==> src/rtl/reg_delay_pipe.sv <==
// Purpose : stallable DEPTH-stage delay line with per-stage valid, flush, occupancy count and runtime output tap.
// Latency : tap_sel enabled clock edges from capture to reg_out/out_valid (tap_sel 0 or > DEPTH selects DEPTH).
// Backpr. : en = 0 freezes every stage and drops the presented item; flush clears all valid bits and wins over en.
// Build option: define DELAY_PARITY_EN to store and check an even-parity bit per stage.
module reg_delay_pipe #(
  parameter int DATA_WIDTH = 18,
  parameter int DEPTH      = 7,
  parameter int TAP_W      = 6,
  localparam int CNT_W     = $clog2(DEPTH + 1)
) (
  input  logic                  clk,
  input  logic                  reset_n,
  input  logic                  en,
  input  logic                  flush,
  input  logic                  in_valid,
  input  logic [DATA_WIDTH-1:0] reg_in,
  input  logic [TAP_W-1:0]      tap_sel,
  input  logic                  err_inject,
  output logic                  out_valid,
  output logic [DATA_WIDTH-1:0] reg_out,
  output logic [CNT_W-1:0]      inflight,
  output logic                  par_err
);

  logic [DEPTH-1:0][DATA_WIDTH-1:0] data_q, data_d;
  logic [DEPTH-1:0]                 valid_q, valid_d;
  logic [CNT_W-1:0]                 inflight_q, inflight_d;

  // Next state: shift on en; flush only clears valid bits, data keeps following en.
  always_comb begin
    data_d     = data_q;
    valid_d    = valid_q;
    inflight_d = inflight_q;
    if (en) begin
      data_d[0]  = reg_in;
      valid_d[0] = in_valid;
      for (int k = 1; k < DEPTH; k++) begin
        data_d[k]  = data_q[k-1];
        valid_d[k] = valid_q[k-1];
      end
      inflight_d = inflight_q + CNT_W'(in_valid) - CNT_W'(valid_q[DEPTH-1]);
    end
    if (flush) begin
      valid_d    = '0;
      inflight_d = '0;
    end
  end

  // Stage and counter registers.
  always_ff @(posedge clk or negedge reset_n) begin
    if (!reset_n) begin
      data_q     <= '0;
      valid_q    <= '0;
      inflight_q <= '0;
    end else begin
      data_q     <= data_d;
      valid_q    <= valid_d;
      inflight_q <= inflight_d;
    end
  end

  // Output tap mux; out-of-range selects (including 0) fall back to the last stage.
  always_comb begin
    out_valid = valid_q[DEPTH-1];
    reg_out   = data_q[DEPTH-1];
    for (int k = 0; k < DEPTH; k++) begin
      if (tap_sel == TAP_W'(k + 1)) begin
        out_valid = valid_q[k];
        reg_out   = data_q[k];
      end
    end
  end

  assign inflight = inflight_q;

`ifdef DELAY_PARITY_EN
  logic [DEPTH-1:0] par_q, par_d;
  logic             par_sel;

  // Parity bit travels with the data; err_inject corrupts it at capture time.
  always_comb begin
    par_d = par_q;
    if (en) begin
      par_d[0] = (^reg_in) ^ err_inject;
      for (int k = 1; k < DEPTH; k++) begin
        par_d[k] = par_q[k-1];
      end
    end
  end

  // Parity registers.
  always_ff @(posedge clk or negedge reset_n) begin
    if (!reset_n) begin
      par_q <= '0;
    end else begin
      par_q <= par_d;
    end
  end

  // Stored parity at the selected tap, same clamping as the data mux.
  always_comb begin
    par_sel = par_q[DEPTH-1];
    for (int k = 0; k < DEPTH; k++) begin
      if (tap_sel == TAP_W'(k + 1)) begin
        par_sel = par_q[k];
      end
    end
  end

  assign par_err = out_valid & ((^reg_out) != par_sel);
`else
  logic unused_err_inject;
  assign unused_err_inject = err_inject;
  assign par_err           = 1'b0;
`endif

endmodule
==> config.mk <==
export PLATFORM = sky130hd
export DESIGN_NAME = reg_delay_pipe
export DESIGN_NICKNAME = d
export VERILOG_FILES = /design/src/rtl/reg_delay_pipe.sv
export SDC_FILE = /design/constraint.sdc
export NUM_CORES = 1
export LEC_CHECK = 0
export ABC_AREA = 1
export CAP_MARGIN = 20
export CORE_MARGIN = 4
export CORE_UTILIZATION = 25
export DETAILED_ROUTE_END_ITERATION = 12
export GPL_ROUTABILITY_DRIVEN = 0
export PLACE_DENSITY = 0.48
export SLEW_MARGIN = 20
export SYNTH_ARGS = -nofsm -noshare
export SYNTH_HDL_FRONTEND = slang
export SYNTH_SLANG_ARGS = --single-unit
==> constraint.sdc <==
create_clock -name clk -period 2.2 [get_ports clk]
set_clock_uncertainty 0.15 [all_clocks]
set_input_delay 0.55 -clock clk [delete_from_list [all_inputs] [get_ports clk]]
set_output_delay 0.55 -clock clk [all_outputs]
set_load 0.01 [all_outputs]
==> results of run 1 <==
==> state kept, by name (all words and copies together) (netlist names) <==
name and flops:
inflight 3, valid_q 7, data_q 126
==> cells in the mapped netlist <==
library cell / instances
o21ai_1: 4
buf_2: 13
o21ai_2: 4
nand4_1: 2
nor2_4: 9
nand3_1: 41
nor2_2: 2
nor2_8: 1
nor3_4: 1
o21ai_0: 106
nor2_1: 30
buf_4: 2
nand3_2: 4
conb_1: 1
fa_1: 1
buf_8: 1
nand2_2: 11
a21oi_2: 1
o22ai_1: 5
inv_1: 73
a21oi_1: 35
ha_1: 2
buf_1: 6
inv_2: 6
nor3_2: 1
dfrtp_1: 136
clkbuf_1: 22
buf_6: 3
nand2_1: 287
o211ai_2: 9
nand3_4: 1
==> timing repair <==
action,4_1_cts,5_1_grt
cloned,3,0
gates resized for setup,171,45
pin swaps,38,58
endpoints found under the hold margin,47,0
setup endpoints to repair,19,21
hold buffers,1,0
buffers inserted,25,5
==> routing by layer <==
layer,up-vias,share of wire
li1,2823,-
met5,-,0
met4,0,0.0081
met3,9,0.031
met2,89,0.42
met1,2483,0.54
==> worst max-delay path, cell delays in order <==
cell and delay [ns]:
buf_8 0.10, nor2_8 0.11, buf_12 0.13, nand3_4 0.13, buf_12 0.18, buf_6 0.11, o211ai_2 0.14, nand2_1 0.08
nand3_2 0.07, nand3_2 0.09, nand2_1 0.09, nand2_1 0.06, buf_2 0.13
==> logic make-up (layout without fill, tap and decap cells) <==
logic type,Yosys count,in the layout,share of synthesized area
other,1,1,0.000569
adders and majority gates,3,3,0.00683
DFF,136,136,0.516
buffers and inverters,126,250,0.0805
AOI/OAI and AO/OA,164,164,0.139
and+or+nand+nor,390,390,0.257
==> worst max-delay path by stage <==
| stage | end | slack [ns] | cells after the start |
|---|---|---|---|
| after global placement | reg_out[2] | -1.23 | 13 |
| after detailed placement | reg_out[2] | -1.26 | 13 |
| after floorplan | reg_out[11] | -0.01 | 8 |
| after CTS | reg_out[1] | -0.56 | 11 |
| after global routing | reg_out[2] | -0.58 | 13 |
| final | reg_out[2] | -0.48 | 13 |
==> final cells by class <==
| class | count | area share |
|---|---|---|
| well taps | 335 | 0.0459 |
| inverters | 79 | 0.0333 |
| repair buffers | 138 | 0.155 |
| flip-flops and latches | 136 | 0.373 |
| clock inverters | 14 | 0.0164 |
| repair inverters | 1 | 0.000822 |
| clock buffers | 18 | 0.0470 |
| multi-input cells | 558 | 0.329 |
==> per-stage QoR <==
step	hold slack [ns]	util	setup WS [ns]
6_report	0.327	0.351	-0.477
5_1_grt	0.368	0.351	-0.578
4_1_cts	0.332	0.346	-0.557
3_5_place_dp	0.318	0.305	-1.26
3_3_place_gp	0.304	0.305	-1.23
2_1_floorplan	0.104	-	-0.0130
==> where the power goes <==
part / switching, mW / total [mW] / internal, mW
Sequential: 0.207 / 3.02 / 2.81
Combinational: 0.660 / 1.14 / 0.478
Clock: 1.10 / 2.78 / 1.67
==> metrics.csv, run 1 <==
stage,metric,value,unit
grt,grt_max_degree,89,
finish,finalNetCount,964,
grt,use_met2,0.174,
critical_path,reg2reg_to,inflight[2],
sta,final.setup.worst_slack,-0.477,ns
critical_path,cp.arrival,1.98,ns
drt,drt-pass1-iter-count,4,
finish,stdcell_count,1279,
hold_path,hold_path.class,flop to flop,
finish,design_area,9130,µm²
critical_path,r2r_cells,9,
sta,fin_setup_tns,-8.31,ns
sta,period_minus_slack,2.68,ns
synthesis,synth_area_leader_cell,dfrtp_1,
sta,clock.fmax,374,MHz
synthesis,syn_area_per_cell,8.04,µm²
grt,grt_use_met3,0.0256,
synthesis,syn_area,6590,µm²
clock_tree,clk_path_buf_depth,2,
grt,met1_usage,0.206,
drt,avgRoutedWirePerCell,14.1,µm
finish,drive_gt1_frac,0.281,
clock_tree,cts_buffers,17,
drt,vias_per_cell,4.23,
floorplanning,initial_core_util,0.254,
run_status,run_status,"finished, violations left",
sta,fin_crit_sh,1.22,
grt,grt_util_all_layers,0.129,
finish,multiInputGateArea,3000,µm²
power,vdd_drop_max,0.000549,V
hold_path,hold_depth,2,
clock_tree,clk_latency,0.42,ns
power,power,6.93,mW
finish,final_cell_mix,"nand2_1, dfrtp_1, o21ai_0",
synthesis,synth.distinct_cells,31,
finish,layout_commonest_cell,nand2_1,
floorplanning,rows,59,
critical_path,critPathLaunchType,input pin,
sta,hold_viol,0,
sta,rsz0062_at_grt,true,
sta,setup_viol,19,
grt,grt_pass1_vias,5358,
drt,drt-total-wl,18000,µm
synthesis,synth-seq-cells,136,
drt,vias,5404,
placed_design,placed_area,7920,µm²
finish,n_antenna_cell,0,
critical_path,path_class,input pin to primary output,
sta,drv_slew,0,
grt,grt_pass1_wl,29700,µm
power,leakage,4.43,nW
synthesis,yosys_warnings,0,
grt,antenna_found_initial,0,
clock_tree,cts.htree.levels,4,
floorplanning,io_pins,53,
synthesis,syn_inst,820,
run_status,violations,negative setup slack,
drt,drcViolationCount,0,
floorplanning,die_area,29000,µm²
clock_tree,root_buffer,clkbuf_16,
power,power-per-cell-area,759,nW/µm²
finish,seqCellArea,3400,µm²
placed_design,dpl.hpwl,12300,µm
placed_design,dp.cells,1216,
clock_tree,cts_tree,built,
critical_path,critical_path.endpoint_type,primary output,
floorplanning,chipHeight,170,µm
grt,overflow,0,
synthesis,synth_top_area_share,0.516,
critical_path,worstPathRequired,1.50,ns
flow_run,max-cap-violations,0,
synthesis,yosys-top-cells-area,"dfrtp_1, nand2_1, o21ai_0",
drt,drt_iter0_drc,335,
floorplanning,core_area,26000,µm²
critical_path,reg2reg_slack,0.23,ns
synthesis,syn-num-nets,853,
sta,worst_slew_pin_slew,0.579,ns
clock_tree,clkTransAtPathRegs,0.06,ns
drt,drtAntennaViolNets,0,
hold_path,hold_path_end,data_q[32],
hold_path,hp-start,data_q[14],
grt,top_usage_layer,met1,
finish,nFillCells,2711,
finish,area_growth,38.6,%
critical_path,path_max_fanout,7,
critical_path,reg2reg_from,valid_q[6],
floorplanning,die_x,170,µm
synthesis,yosysSeqAreaShare,0.516,
clock_tree,cts.sinks,136,
sta,relSlewSlack,0.614,
placed_design,io_buffers,50,
critical_path,critPathLaunch,tap_sel[5],
Note: power is estimated with default switching activity, not from simulation.
==> run 2: changes to the inputs <==
--- a/config.mk
+++ b/config.mk
@@ -12,6 +12,7 @@
 export DETAILED_ROUTE_END_ITERATION = 12
 export GPL_ROUTABILITY_DRIVEN = 0
 export PLACE_DENSITY = 0.48
+export SETUP_SLACK_MARGIN = 0.4
 export SLEW_MARGIN = 20
 export SYNTH_ARGS = -nofsm -noshare
 export SYNTH_HDL_FRONTEND = slang
==> metrics.csv, run 2 (same netlist as run 1, synthesis figures left out) <==
stage,metric,value,unit,change
run_status,run_status,"finished, violations left",,
run_status,violations,negative setup slack,,
drt,avgRoutedWirePerCell,14.5,µm,+2.9%
sta,relSlewSlack,0.627,,+0.0132
critical_path,critical_path.endpoint_type,primary output,,
floorplanning,rows,59,,unchanged
critical_path,r2r_cells,10,,+1
finish,top_register,data_q,,
floorplanning,die_area,29000,µm²,unchanged
critical_path,path_class,input pin to primary output,,
sta,clock.fmax,365,MHz,-2.4%
sta,drv_slew,0,,unchanged
finish,fin_util,0.354,,+0.00303
sta,setup_viol,19,,unchanged
grt,grt_pass1_wl,30600,µm,+3.1%
clock_tree,root_buffer,clkbuf_16,,
finish,finalNetCount,957,,-0.73%
placed_design,dp.cells,1205,,-0.90%
sta,period_minus_slack,2.74,ns,+0.0662 ns
placed_design,dp_slack,-1.26,ns,-0.000180 ns
clock_tree,cts_tree,built,,
grt,grt_util_all_layers,0.133,,+0.00345
grt,grt_pass1_vias,5473,,+2.1%
drt,drtAntennaViolNets,0,,unchanged
sta,fin_setup_tns,-9.44,ns,-1.13 ns
critical_path,critPathLaunchType,input pin,,
critical_path,path_max_fanout,7,,unchanged
clock_tree,clk_latency,0.42,ns,about the same
drt,drcViolationCount,0,,unchanged
hold_path,hold_path.class,input pin to flop,,
power,vdd_drop_max,0.000528,V,-3.7%
power,power-per-cell-area,783,nW/µm²,+3.2%
grt,grt_max_degree,123,,+38%
floorplanning,initial_core_util,0.254,,unchanged
clock_tree,clkTransAtPathRegs,0.06,ns,about the same
sta,hold_viol,0,,unchanged
finish,layout_commonest_cell,nand2_1,,
placed_design,io_buffers,50,,unchanged
critical_path,worstPathRequired,1.50,ns,about the same
placed_design,dpl.hpwl,11900,µm,-3.4%
sta,rsz0062_at_grt,true,,
grt,overflow,0,,unchanged
finish,drive_gt1_frac,0.285,,+0.00423
critical_path,cp.arrival,2.04,ns,+0.06 ns
floorplanning,chipHeight,170,µm,unchanged
finish,area_growth,39.8,%,
sta,fin_crit_sh,1.25,,+0.0301
hold_path,hold_depth,2,,unchanged
sta,worst_slew_pin_slew,0.559,ns,-0.0199 ns
clock_tree,cts_buffers,17,,unchanged
floorplanning,core_area,26000,µm²,unchanged
finish,nFillCells,2688,,-0.85%
floorplanning,die_x,170,µm,unchanged
drt,drt-total-wl,18400,µm,+2.3%
power,leakage,4.42,nW,-0.22%
drt,drt_iter0_drc,386,,+15%
drt,drt-pass1-iter-count,4,,unchanged
finish,largest_reg_flops,126,,unchanged
drt,vias_per_cell,4.29,,+1.4%
finish,n_antenna_cell,0,,unchanged
power,power,7.22,mW,+4.1%
floorplanning,io_pins,53,,unchanged
grt,antenna_found_initial,0,,unchanged
clock_tree,clk_path_buf_depth,2,,unchanged
finish,final_cell_mix,"nand2_1, dfrtp_1, o21ai_0",,
sta,final.setup.worst_slack,-0.543,ns,-0.0662 ns
clock_tree,cts.sinks,136,,unchanged
drt,vias,5451,,+0.87%
flow_run,max-cap-violations,0,,unchanged
clock_tree,cts.htree.levels,4,,unchanged
finish,stdcell_count,1272,,-0.55%
critical_path,reg2reg_slack,0.25,ns,+0.02 ns
[run 2: changes by cell type in the layout (fill, tap and decap cells not counted), sizes merged]
| cell | change |
|---|---|
| clkdlybuf4s15 | +1 |
| inv | -2 |
| bufinv | +2 |
| buf | -5 |
| clkbuf | +2 |
| clkinvlp | -2 |
| clkdlybuf4s50 | -3 |
[run 2: what timing repair did]
action,4_1_cts,5_1_grt
endpoints found under the hold margin,30,0
setup buffers,25,2
gates resized for setup,171,46
hold buffers,1,0
endpoints found under the setup margin,24,24
pin swaps,54,42
cloned,7,0
[run 2: stage by stage]
step	instance area, µm²	hold WS, ns
after global placement	7850	0.306
after detailed placement	7850	0.315
final	9210	0.295
after global routing	9210	0.292
after floorplan	6710	0.104
after CTS	9020	0.288
[run 2: path summary, 6_finish.rpt]
kind / startpoint / to
setup / recovery: tap_sel[3] / reg_out[5]
hold / removal: en / data_q[8]
setup reg to reg: valid_q[6] / inflight[2]
hold reg to reg: data_q[13] / data_q[31]
max in group asynchronous: reset_n / data_q[36]
min in group asynchronous: reset_n / data_q[101]
[run 2: metal layers]
metal / part of all wire / up-vias / wire, µm / global-route usage
li1: - / 2811 / - / -
met1: 0.54 / 2541 / 9960 / 0.207
met2: 0.41 / 84 / 7650 / 0.182
met5: 0 / - / 0 / 0
met3: 0.030 / 15 / 552 / 0.0258
met4: 0.015 / 0 / 269 / 0.0427
[run 2: critical path: stages]
cell      delay (ns)
buf_6           0.10
nor2_4          0.12
buf_12          0.12
buf_12          0.09
nand3_4         0.10
buf_12          0.14
buf_12          0.13
buf_12          0.14
o211ai_2        0.05
nand2_1         0.08
nand3_1         0.07
nand3_1         0.07
nand2_1         0.10
nand2_2         0.05
buf_6           0.11
[run 2: where the power goes]
| group | switching (mW) | internal, mW |
|---|---|---|
| Sequential | 0.205 | 2.81 |
| Combinational | 0.659 | 0.495 |
| Clock | 1.13 | 1.92 |
[run 2: cell type report]
class | count | area, µm² | share of cell area
timing repair buffer | 132 | 1460 | 0.159
sequential | 136 | 3400 | 0.370
clock inverter | 13 | 178 | 0.0193
clock buffer | 19 | 443 | 0.0481
tap | 335 | 419 | 0.0455
multi-input combinational | 558 | 3000 | 0.326
inverter | 79 | 304 | 0.0330
